$ cat config.mk
export PLATFORM = sky130hd
export DESIGN_NAME = light_updown_counter
export DESIGN_NICKNAME = d
export VERILOG_FILES = /design/src/rtl/light_updown_counter.sv
export SDC_FILE = /design/constraint.sdc
export NUM_CORES = 1
export LEC_CHECK = 0
export BUFFER_PORTS_ARGS = -buffer_cell sky130_fd_sc_hd__buf_2
export CAP_MARGIN = 20
export CORE_AREA = 2 2 39 41
export CTS_BUF_LIST = sky130_fd_sc_hd__clkbuf_8
export CTS_CLUSTER_DIAMETER = 200
export CTS_CLUSTER_SIZE = 8
export DETAILED_ROUTE_END_ITERATION = 6
export DIE_AREA = 0 0 41 43
export PLACE_DENSITY = 0.73
export SYNTH_ARGS = -nofsm -noshare
export SYNTH_HDL_FRONTEND = slang
export SYNTH_SLANG_ARGS = --single-unit
export TNS_END_PERCENT = 100
$ cat constraint.sdc
create_clock -name FPGA_CLK -period 1.9 [get_ports FPGA_CLK]
set_clock_uncertainty 0.15 [all_clocks]
set_input_delay 0.19 -clock FPGA_CLK [delete_from_list [all_inputs] [get_ports FPGA_CLK]]
set_output_delay 0.19 -clock FPGA_CLK [all_outputs]
set_load 0.1 [all_outputs]
$ cat src/rtl/light_updown_counter.sv
// Bounded up/down counter driven by two asynchronous flags.
// Each flag is synchronised, debounced and optionally edge-detected before stepping the count.
module light_updown_counter #(
  parameter int WIDTH      = 4,
  parameter int MIN_VAL    = 0,
  parameter int MAX_VAL    = 15,
  parameter int STEP       = 1,
  parameter int WRAP       = 1,
  parameter int EDGE_MODE  = 1,
  parameter int DEB_CYCLES = 1
) (
  input  logic             FPGA_CLK,
  input  logic             FPGA_RST_N,
  input  logic             flag_light_1,
  input  logic             flag_light_2,
  input  logic             load,
  input  logic [WIDTH-1:0] load_val,
  output logic [WIDTH-1:0] Num_of_bit,
  output logic             at_max,
  output logic             at_min,
  output logic             limit_hit
);

  localparam int CW = $clog2(DEB_CYCLES + 1);
  localparam logic [CW-1:0]    DEB_LAST = CW'(DEB_CYCLES - 1);
  localparam logic [CW-1:0]    ONE_C    = 1;
  localparam logic [WIDTH:0]   MIN_E    = (WIDTH + 1)'(MIN_VAL);
  localparam logic [WIDTH:0]   MAX_E    = (WIDTH + 1)'(MAX_VAL);
  localparam logic [WIDTH:0]   STEP_E   = (WIDTH + 1)'(STEP);
  localparam logic [WIDTH:0]   ONE_E    = 1;
  localparam logic [WIDTH-1:0] MIN_W    = WIDTH'(MIN_VAL);
  localparam logic [WIDTH-1:0] MAX_W    = WIDTH'(MAX_VAL);

  logic [1:0]    raw;
  logic [1:0]    s1;
  logic [1:0]    s2;
  logic [1:0]    filt;
  logic [1:0]    filt_d;
  logic [CW-1:0] deb_cnt [2];
  logic          up_ev;
  logic          dn_ev;

  logic [WIDTH-1:0] count_q;
  logic [WIDTH-1:0] count_d;
  logic             hit_q;
  logic             hit_d;

  logic [WIDTH:0]   cnt_e;
  logic [WIDTH:0]   lv_e;
  logic [WIDTH:0]   sum_up;
  logic [WIDTH:0]   floor_dn;
  logic [WIDTH-1:0] wrap_up;
  logic [WIDTH-1:0] diff_dn;
  logic [WIDTH-1:0] wrap_dn;

  assign raw = {flag_light_2, flag_light_1};

  // Index 0 is the up flag, index 1 the down flag; a partial debounce count is lost on reset.
  always_ff @(posedge FPGA_CLK or negedge FPGA_RST_N) begin
    if (!FPGA_RST_N) begin
      s1     <= '0;
      s2     <= '0;
      filt   <= '0;
      filt_d <= '0;
      for (int i = 0; i < 2; i++) deb_cnt[i] <= '0;
    end else begin
      s1     <= raw;
      s2     <= s1;
      filt_d <= filt;
      for (int i = 0; i < 2; i++) begin
        if (s2[i] == filt[i]) begin
          deb_cnt[i] <= '0;
        end else if (deb_cnt[i] == DEB_LAST) begin
          filt[i]    <= s2[i];
          deb_cnt[i] <= '0;
        end else begin
          deb_cnt[i] <= deb_cnt[i] + ONE_C;
        end
      end
    end
  end

  assign up_ev = (EDGE_MODE != 0) ? (filt[0] & ~filt_d[0]) : filt[0];
  assign dn_ev = (EDGE_MODE != 0) ? (filt[1] & ~filt_d[1]) : filt[1];

  // Next count: load beats events, opposing events cancel, otherwise step with wrap or clip.
  always_comb begin
    cnt_e    = {1'b0, count_q};
    lv_e     = {1'b0, load_val};
    sum_up   = cnt_e + STEP_E;
    floor_dn = MIN_E + STEP_E;
    wrap_up  = WIDTH'(MIN_E + (sum_up - MAX_E - ONE_E));
    diff_dn  = WIDTH'(cnt_e - STEP_E);
    wrap_dn  = WIDTH'(MAX_E - (floor_dn - cnt_e - ONE_E));
    count_d  = count_q;
    hit_d    = 1'b0;

    if (load) begin
      // Offset by one so the lower-bound test still means something when MIN_VAL is zero.
      if (lv_e > MAX_E)
        count_d = MAX_W;
      else if (lv_e + ONE_E > MIN_E)
        count_d = load_val;
      else
        count_d = MIN_W;
    end else if (up_ev && !dn_ev) begin
      if (sum_up <= MAX_E) begin
        count_d = sum_up[WIDTH-1:0];
      end else if (WRAP != 0) begin
        count_d = wrap_up;
        hit_d   = 1'b1;
      end else begin
        count_d = MAX_W;
        hit_d   = (count_q != MAX_W);
      end
    end else if (dn_ev && !up_ev) begin
      if (cnt_e >= floor_dn) begin
        count_d = diff_dn;
      end else if (WRAP != 0) begin
        count_d = wrap_dn;
        hit_d   = 1'b1;
      end else begin
        count_d = MIN_W;
        hit_d   = (count_q != MIN_W);
      end
    end
  end

  always_ff @(posedge FPGA_CLK or negedge FPGA_RST_N) begin
    if (!FPGA_RST_N) begin
      count_q <= MIN_W;
      hit_q   <= 1'b0;
    end else begin
      count_q <= count_d;
      hit_q   <= hit_d;
    end
  end

  assign Num_of_bit = count_q;
  assign at_max     = (count_q == MAX_W);
  assign at_min     = (count_q == MIN_W);
  assign limit_hit  = hit_q;

endmodule

==> reports/results.tsv <==
metric	value	unit
drt-total-wl	1170	um
ys_seq_elements	13	
gp_congestion	0.796	
core.rowCount	14	
ys_types	24	
grt_util_all_layers	0.168	
worstPathMaxFanout	8	
min_period	1780	ps
clockBufferDepth	2	
path_buf_inv	1	
crit_path_end_kind	flip-flop	
vias	499	
final_area	868	um^2
reg2regPathDepth	6	
grt_pass1_wl	1970	um
p_leak	0.000379	uW
fmax	563	MHz
drcViolationCount	0	
nFillCells	123	
reg2reg_slack	120	ps
dp_hpwl	878	um
die_w	41	um
nets	93	
antenna_found_initial	0	
cts_buffers	3	
status	complete, no violations	
cp_slowest_stage_delay	520	ps
worstSetupStartpoint	Num_of_bit[0]$_DFFE_PN0P_	
initial_core_util	0.464	
finalSetupViolCount	0	
place_area	792	um^2
startpoint_type	flip-flop	
worst-setup-path-type	flip-flop to flip-flop	
cap_violations	0	
worst_slew_pin_slew	484	ps
synth_fp_nets	73	
grt_max_degree	14	
antenna-diode-count	0	
ant_nets	0	
synthCells	59	
rsz0062_at_grt	false	
cts_sinks	13	
hp-start	load_val[0]	
power_per_cell_area	939	nW/um^2
layout_commonest_cell	buf_2	
most-common-layout-cells	buf_2, dfrtp_1, nand2b_1, nand3_1, ha_1	
cts_tree	built	
ys_seq_area_frac	0.507	
holdPathStages	3	
drt_iter0_drc	4	
cp.arrival	1750	ps
core-area	1380	um^2
drt-vias-per-instance	5.31	
cts.clk_slew.worst_paths	50	ps
path_cells	inv_4 -> ha_1 -> nor3b_1 -> maj3_1 -> nand4_1 -> a21oi_1	
fin_setup_tns	0	ps
syn_area_per_cell	10.9	um^2
die_h	43	um
die_area	1760	um^2
r2r_end	limit_hit$_DFF_PN0_	
io_buffers	15	
ys_warn_count	0	
hp-class	input pin to flip-flop	
overflow	0	
critPathTopFamily	adder cells	
clock_latency	240	ps
grt_pass1_vias	461	
syn_to_final_growth	35.3	%
synth_area	642	um^2
hold_viol	0	
finalMaxSlewViolations	0	
avgRoutedWirePerCell	12.5	um
finalCritPeriodShare	0.935	
timing.rr.start	Num_of_bit[0]$_DFFE_PN0P_	
slew_headroom	0.680	
worstPathRequired	1870	ps
cts.htree.levels	1	
io-pin-count	16	
cts-root-buf	clkbuf_8	
layout-drive-gt1-share	0.385	
post_cts_buffers	0	
ir_drop	676	uV
firstDrtPassIters	4	
slowest_stage	dfrtp_4	
holdPathEnd	Num_of_bit[0]$_DFFE_PN0P_	
==> cell families (layout without fill, tap and decap cells) <==
| kind of cell | count (synthesis) | count (layout) | synth area share |
|---|---|---|---|
| flops | 13 | 13 | 0.507 |
| fa+ha+maj | 6 | 6 | 0.113 |
| compound gates | 8 | 8 | 0.0799 |
| xor+xnor | 2 | 2 | 0.0273 |
| simple gates | 25 | 25 | 0.238 |
| buf+inv | 5 | 24 | 0.0351 |
==> final cells by class <==
type	instances	area, um^2	share of cell area
flip-flops and latches	13	335	0.386
inverters	2	12.5	0.0144
clock inverters	1	5.00	0.00576
clock buffers	3	41.3	0.0476
repair buffers	18	135	0.156
multi-input cells	41	319	0.367
well taps	16	20.0	0.0231
==> synthesized netlist by cell type (all sizes together) <==
cell     n  area, um^2
nor2b    4        32.5
maj3     1        10.0
xnor2    2        17.5
dfrtp   13         325
nand4    1        6.26
ha       5        62.6
nor2     2        7.51
a311oi   2        17.5
a21oi    3        15.0
nor3b    2        15.0
buf      1        7.51
o221ai   1        8.76
nand2    3        11.3
and3     2        12.5
nor3     1        5.00
nand2b   4        25.0
inv      2        7.51
or4      1        7.51
nand3    5        30.0
o21ai    2        10.0
clkbuf   2        7.51
==> state kept, by name (all words and copies together) (netlist names) <==
signal,flops
Num_of_bit,4
filt,2
filt_d,2
limit_hit,1
s1,2
s2,2
==> stage by stage <==
step                 util  hold slack [ps]  power (uW)  instances  setup slack (ps)
finish              0.627             22.9         815         94               124
global route        0.627             34.1         862         94              41.8
CTS                 0.627             16.5         829         94               118
detailed placement  0.572            -63.7         579         87               134
global placement    0.572            -69.3         574         87               154
floorplan               -             -256         522         59              -136
==> where the power goes <==
| group | internal [uW] | switching, uW | leakage, uW |
|---|---|---|---|
| clock network | 144 | 93.4 | 0.0000255 |
| registers | 303 | 32.4 | 0.000150 |
| logic | 74.1 | 168 | 0.000204 |
| total | 521 | 294 | 0.000379 |
==> worst max-delay path by stage <==
| stage | to | slack, ps | depth (start not counted) |
|---|---|---|---|
| finish | limit_hit$_DFF_PN0_ | 120 | 6 |
| global route | limit_hit$_DFF_PN0_ | 40 | 6 |
| CTS | limit_hit$_DFF_PN0_ | 120 | 6 |
| detailed placement | limit_hit$_DFF_PN0_ | 130 | 6 |
| global placement | limit_hit$_DFF_PN0_ | 150 | 6 |
| floorplan | at_min | -140 | 3 |
==> worst min-delay path: cells and delay by family <==
kind                   cells  cell delay, ps
and+or+nand+nor            1              40
buffers and inverters      1              70
AOI/OAI and AO/OA          1              70
==> metal layers <==
layer  share of wire  track usage
met3           0.068       0.0785
met2            0.49        0.259
met1            0.43        0.207
met4          0.0068       0.0400
met5               0            0
==> repair_timing <==
item,CTS,global route
hold buffers,3,0
gates resized for setup,0,0
endpoints found under the hold margin,15,0
(Power assumes the default switching activity.)
